--- config.mk ---
export PLATFORM = sky130hd
export DESIGN_NAME = main_blink
export DESIGN_NICKNAME = d
export VERILOG_FILES = /design/src/rtl/main_blink.sv
export SDC_FILE = /design/constraint.sdc
export NUM_CORES = 1
export LEC_CHECK = 0
export ABC_AREA = 1
export BUFFER_PORTS_ARGS = -buffer_cell sky130_fd_sc_hd__clkbuf_2
export CORE_ASPECT_RATIO = 1.2
export CORE_MARGIN = 1
export CORE_UTILIZATION = 25
export CTS_CLUSTER_SIZE = 10
export DETAILED_ROUTE_END_ITERATION = 10
export SYNTH_ARGS = -nofsm -noshare
export SYNTH_HDL_FRONTEND = slang
export SYNTH_SLANG_ARGS = --single-unit
--- constraint.sdc ---
create_clock -name CLK -period 3 [get_ports CLK]
set_input_delay 0 -clock CLK [delete_from_list [all_inputs] [get_ports CLK]]
set_output_delay 0 -clock CLK [all_outputs]
set_load 0.01 [all_outputs]
--- src/rtl/main_blink.sv ---
// rtl/main_blink.sv - free-running LED blinker dividing CLK into a CLKS_PER_CYCLE-period square wave
// Optional MAIN_BLINK_INVERT_EN drives LED from an inverted register for active-low LED boards.
module main_blink #(
   parameter int CLKS_PER_CYCLE = 12_000_000
) (
   input  logic CLK,
   input  logic RST,
   output logic LED
);

   localparam int             W    = (CLKS_PER_CYCLE > 2) ? $clog2(CLKS_PER_CYCLE) : 1;
   localparam logic [W-1:0]   LAST = W'(CLKS_PER_CYCLE - 1);
   localparam logic [W-1:0]   HALF = W'(CLKS_PER_CYCLE / 2);

   generate
      if (CLKS_PER_CYCLE < 2) begin : g_bad_period
         $error("main_blink: CLKS_PER_CYCLE must be >= 2");
      end
   endgenerate

   // Initialisers let the block run from power-up on boards with RST tied low.
   logic [W-1:0] cnt = '0;
   logic [W-1:0] cnt_next;
   logic         led_on;

   always_comb begin
      cnt_next = (cnt == LAST) ? '0 : cnt + W'(1);
      led_on   = (cnt_next >= HALF);
   end

   always_ff @(posedge CLK) begin
      if (RST) begin
         cnt <= '0;
      end else begin
         cnt <= cnt_next;
      end
   end

`ifdef MAIN_BLINK_INVERT_EN
   // Inversion lives in the register so the pin stays glitch-free; reset value means LED off.
   logic led_n = 1'b1;

   always_ff @(posedge CLK) begin
      if (RST) begin
         led_n <= 1'b1;
      end else begin
         led_n <= ~led_on;
      end
   end

   assign LED = led_n;
`else
   logic led_q = 1'b0;

   always_ff @(posedge CLK) begin
      if (RST) begin
         led_q <= 1'b0;
      end else begin
         led_q <= led_on;
      end
   end

   assign LED = led_q;
`endif

endmodule

==> results.cfg, run 1 <==
[worst_setup_path]
r2r_cells = 11
start_kind = register
crit_start = cnt[0]$_SDFF_PP0_
crit_path_end = LED$_SDFF_PP0_
cp.arrival_ns = 2.16
crit_fanout = 6
critPathKind = register to register
rr_startpoint = cnt[0]$_SDFF_PP0_
cp-end-kind = register
r2r_slack_ns = 1.05
rr_endpoint = LED$_SDFF_PP0_
cp_data_required_time_ns = 3.22

[final_layout]
area_growth_pct = 8.96
nets = 282
layout-drive-gt1-share = 0.162
multi_input_area_um2 = 1040
antennaDiodeCount = 0
fin_cells = 362
fillCellCount = 717
ff_latch_area_um2 = 500

[cts]
cts_hold_buf = 0
cts.path.max_buffers = 2
cts-root-buf = clkbuf_8
cts-buffers-inserted = 3
cts-resized-gates = 0
path_clk_slew_ns = 0.09
cts_setup_buffers = 0
clkLatencyLatePin_ns = 0.28
cts.sinks = 25
cts_tree = yes
cts_htree_levels = 1

[die]
num_rows = 32
initial_core_util = 0.261
dieHeight_um = 92.4
fp.dieW_um = 77.4
core_um2 = 6530
pin_count = 3
dieArea_um2 = 7150

[synth]
ys_ff_latch = 25
netlist_instances = 273
synth.distinct_cells = 27
seq_area_frac_synth = 0.294
syn_nets = 277
synth_area_per_cell_um2 = 6.24
yosysWarningCount = 0
synth_area_um2 = 1700

[timing]
max_freq_mhz = 514
finalCriticalPeriod_ns = 1.95
relSlewSlack = 0.742
setup_viol = 0
rsz0062_at_grt = false
skew_ns = 0.00808
worst_pin_slew_ns = 0.388
maxSlewViolCount = 0
finalHoldViolations = 0
setup_tns_ns = 0
fin_crit_sh = 0.649

[place]
portBuffers = 2
dp_hpwl_um = 3180
place_congestion = 0.933
place_inst = 358

[job]
timing.max_cap.violations = 0

[routing]
vias = 1596
wl_per_cell_um = 11.1
drt_iter0_drc = 124
drc = 0
ant_nets = 0
drt_pass1_iterations = 4
via_per_inst = 4.41
drt_wl_total_um = 4030

[grt]
antenna_found_initial = 0
overflow = 0
grt_use_total = 0.127
grt_pass1_wl_um = 7310
first_global_vias = 1610
grt_max_degree = 19

[run_status]
outcome = finished, final reports clean

[hold_path]
min_path_type = input pin to register

[power]
p_leak_nw = 0.824
ir_drop_mv = 0.239
power_density_nw_per_um2 = 302
==> worst min path at each step <==
| stage | endpoint | cells after the start | from | slack, ns |
|---|---|---|---|---|
| 6_report | LED$_SDFF_PP0_ | 2 | RST | 0.13 |
| 5_1_grt | LED$_SDFF_PP0_ | 2 | RST | 0.18 |
| 4_1_cts | LED$_SDFF_PP0_ | 2 | RST | 0.15 |
| 3_5_place_dp | LED | 1 | LED$_SDFF_PP0_ | 0.41 |
| 3_3_place_gp | LED | 1 | LED$_SDFF_PP0_ | 0.41 |
| 2_1_floorplan | LED$_SDFF_PP0_ | 2 | RST | 0.24 |
==> cells in the final DEF, fill, tap and decap left out, drive strengths merged, types with 2 or more instances in the layout <==
master  instances
nor2           71
ha              2
nand4           4
nor3            2
inv            41
dfxtp          25
a21o            2
nand3          36
xor2            3
o21ai           4
nand2          76
clkbuf          6
==> cells by family after synthesis <==
group | after synthesis | synth area share
buffers and inverters | 44 | 0.0976
AND/OR/NAND/NOR | 190 | 0.539
AO/OA/AOI/OAI | 8 | 0.0345
adder cells (fa/ha/maj) | 2 | 0.0147
XOR/XNOR | 4 | 0.0206
flip-flops | 25 | 0.294
==> where the power goes <==
part | internal (mW) | switching [mW]
clock | 0.0953 | 0.112
sequential | 0.335 | 0.00429
combinational | 0.00390 | 0.00996
total | 0.434 | 0.126
==> synth_stat cells (all sizes together) <==
cell / n / share of area
buf: 1 / 0.0029
dfxtp: 25 / 0.29
nor3b: 1 / 0.0044
o21ai: 4 / 0.012
ha: 2 / 0.015
clkinv: 1 / 0.0022
xnor2: 1 / 0.0051
a21o: 2 / 0.013
nor2: 71 / 0.20
nand2: 76 / 0.19
xor2: 3 / 0.015
o21bai: 1 / 0.0044
nor3: 2 / 0.0059
inv: 41 / 0.090
clkbuf: 1 / 0.0022
a21oi: 1 / 0.0051
nand3: 36 / 0.12
nand4: 4 / 0.015
==> layout make-up <==
class,count,area share
inverter,42,0.0849
multi-input combinational,204,0.559
timing repair buffer,2,0.00539
tap,85,0.0573
sequential,25,0.270
clock buffer,4,0.0243
==> layer usage <==
metal | wire, um | vias to the layer above | global-route usage
met5 | 0 | - | 0
met4 | 110 | 0 | 0.0440
met3 | 109 | 10 | 0.0217
met2 | 1970 | 28 | 0.237
met1 | 1840 | 708 | 0.144
li1 | - | 850 | -
==> critical path: stages, from the launching register on <==
cell and delay (ns):
dfxtp_1 0.45, ha_1 0.22, nand3_1 0.16, nor2_4 0.19
nand3_2 0.19, nand2_1 0.16, nor2_2 0.06, nor2_2 0.08
nand2_1 0.07, nor2_1 0.14, nand2_1 0.08, a21oi_2 0.10
==> sequential cells by signal, summed over array words and instances (netlist names) <==
signal	count
LED	1
cnt	24
==> per-stage QoR <==
step / power, mW / instance area, um2 / worst slack, ns / hold WS [ns] / util
floorplan: 0.358 / 1700 / 1.34 / 0.240 / -
global placement: 0.361 / 1810 / 1.10 / 0.414 / 0.278
detailed placement: 0.362 / 1810 / 1.07 / 0.413 / 0.278
CTS: 0.576 / 1860 / 1.04 / 0.145 / 0.285
global route: 0.585 / 1860 / 0.746 / 0.175 / 0.285
finish: 0.560 / 1860 / 1.05 / 0.129 / 0.285
No activity file was read; power rests on OpenSTA's default activity.
==> run 2, diff against run 1 <==
ABC_AREA = 0   (was 1)
clock period = 1.9 ns   (was 3 ns; I/O delays follow)
==> results.cfg, run 2 <==
[run_status]
outcome = complete, but fails checks
violations = negative setup slack

[worst_setup_path]
cp.arrival_ns = 2.16
cp-end-kind = register
critPathKind = register to register
start_kind = register
cp_data_required_time_ns = 2.07
slowest_delay_ns = 0.39
crit_fanout = 4
path_cells = buf_4, nand4_1, nor4_4, nor2_1, mux2_2, a21oi_1, nor4b_2, a31o_1
cpMaxStageDelayCell = nor4_4

[timing]
finalCriticalPeriod_ns = 1.99
relSlewSlack = 0.736
rsz0062_at_grt = true
fin_ws_ns = -0.0875
skew_ns = 0.00560
worst_pin_slew_ns = 0.393
maxSlewViolCount = 0
setup_tns_ns = -0.0875
max_freq_mhz = 503
finalHoldViolations = 0
fin_crit_sh = 1.05
setup_viol = 1
whs_ns = 0.437

[place]
place_congestion = 0.877
post_dp_cell_area_um2 = 1980
place_inst = 307
portBuffers = 2
dp_hpwl_um = 3070

[power]
switchingPower_mw = 0.205
p_leak_nw = 0.867
power_density_nw_per_um2 = 409
pwr-share-comb = 0.055
ir_drop_mv = 0.249
p_clk_frac = 0.358
seq_power_share = 0.586
power.internal_mw = 0.703
switching_share = 0.226

[routing]
drt_iter0_drc = 35
drc = 0
ant_nets = 0
drt_wl_total_um = 4150
vias = 1486
via_per_inst = 4.69
wl_per_cell_um = 13.1
drt_pass1_iterations = 4

[synth]
synth_area_leaders = dfxtp_1 (33%), nor2_1 (7.6%), xnor2_1 (7.5%)
synth_area_um2 = 1530
synth.most_common_cell = nor2_1
yosysWarningCount = 0
synth_area_per_cell_um2 = 8.43
syn_nets = 185
synth_top_cells_by_count = nor2_1 (31), dfxtp_1 (25), nand2_1 (13), nand3_1 (13), xnor2_1 (13)
yosysTopAreaCell = dfxtp_1
synthFlopType = dfxtp_1
seq_area_frac_synth = 0.328
ys_ff_latch = 25
netlist_instances = 181
synth.distinct_cells = 41
netlist.area_leader.share = 0.328
async_reset_ff_frac = 0
synth-edff-count = 0

[cts]
clkLatencyLatePin_ns = 0.27
cts-root-buf = clkbuf_8
cts.path.max_buffers = 2
cts_htree_levels = 1
cts_tree = yes
cts-buffers-inserted = 3
path_clk_slew_ns = 0.09
cts.sinks = 25

[grt]
first_global_vias = 1522
overflow = 0
grt_pass1_wl_um = 6730
antenna_found_initial = 0
grt_use_total = 0.137
grt_max_degree = 14

[final_layout]
layout-drive-gt1-share = 0.460
nets = 242
area_growth_pct = 45.3
largest_reg_flops = 24
post-route-cell-area_um2 = 2220
utilization = 0.384
antennaDiodeCount = 0
top_register = cnt
final_common_cell = buf_4
mostFrequentLayoutCells = buf_4 (55), nor2_1 (23), dfxtp_1 (13), xnor2_1 (13), nand2_1 (12)
fin_cells = 317
fillCellCount = 607

[die]
fp.dieW_um = 73.3
dieHeight_um = 87.6
core_um2 = 5780
initial_core_util = 0.264
num_rows = 30
pin_count = 3
dieArea_um2 = 6420

[job]
timing.max_cap.violations = 0

[hold_path]
min_path_type = register to register
[run 2: final timing paths]
| kind | from | end | slack (ns) | depth (start not counted) |
|---|---|---|---|---|
| min reg2reg | cnt[0]$_SDFF_PP0_ | cnt[0]$_SDFF_PP0_ | 0.44 | 1 |
| max | cnt[8]$_SDFF_PP0_ | LED$_SDFF_PP0_ | -0.09 | 8 |
| min | cnt[0]$_SDFF_PP0_ | cnt[0]$_SDFF_PP0_ | 0.44 | 1 |
| max reg2reg | cnt[8]$_SDFF_PP0_ | LED$_SDFF_PP0_ | -0.09 | 8 |
[run 2: through the flow]
step	setup slack (ns)	power [mW]
6_report	-0.0875	0.908
5_1_grt	-0.205	0.945
3_5_place_dp	-0.299	0.585
4_1_cts	-0.0686	0.913
2_1_floorplan	-0.0330	0.565
3_3_place_gp	-0.326	0.585
[run 2: timing repair]
item / 4_1_cts / 5_1_grt
buffers inserted: 3 / 3
setup endpoints to repair: 22 / 21
endpoints found under the hold margin: 3 / 0
gates resized for setup: 15 / 31
pin swaps: 2 / 11
hold buffers: 1 / 0
[run 2: layout make-up]
class / count / area, um2 / share of cell area
Multi-Input combinational cell: 142 / 1050 / 0.474
Clock buffer: 4 / 45.0 / 0.0203
Tap cell: 80 / 100 / 0.0451
Sequential cell: 25 / 520 / 0.235
Timing Repair Buffer: 62 / 487 / 0.219
Inverter: 4 / 15.0 / 0.00677
[run 2: layer usage]
metal | wire, um | global-route usage
met5 | 0 | 0
met4 | 135 | 0.0892
met2 | 2250 | 0.250
met3 | 75 | 0.0161
met1 | 1690 | 0.149
[run 2: worst max-delay path, delay by kind of cell (launching register included)]
| family | cells | cell delay, ns |
|---|---|---|
| AND/OR/NAND/NOR | 4 | 0.71 |
| AO/OA/AOI/OAI | 2 | 0.40 |
| flip-flops | 1 | 0.37 |
| multiplexers | 1 | 0.29 |
| buffers and inverters | 1 | 0.13 |
[run 2: logic make-up after synthesis]
group,count (synthesis),share of synthesized area
compound gates,18,0.0885
fa+ha+maj,2,0.0164
mux,1,0.00738
xor+xnor,21,0.120
flops,25,0.328
simple gates,100,0.382
buf+inv,14,0.0574
[run 2: power by group through the flow]
stage / combinational, mW / sequential [mW] / clock (mW)
final: 0.0504 / 0.533 / 0.325
after global routing: 0.0549 / 0.534 / 0.356
after CTS: 0.0408 / 0.534 / 0.339
after detailed placement: 0.0382 / 0.547 / 0
after global placement: 0.0386 / 0.546 / 0
after floorplan: 0.0205 / 0.545 / 0
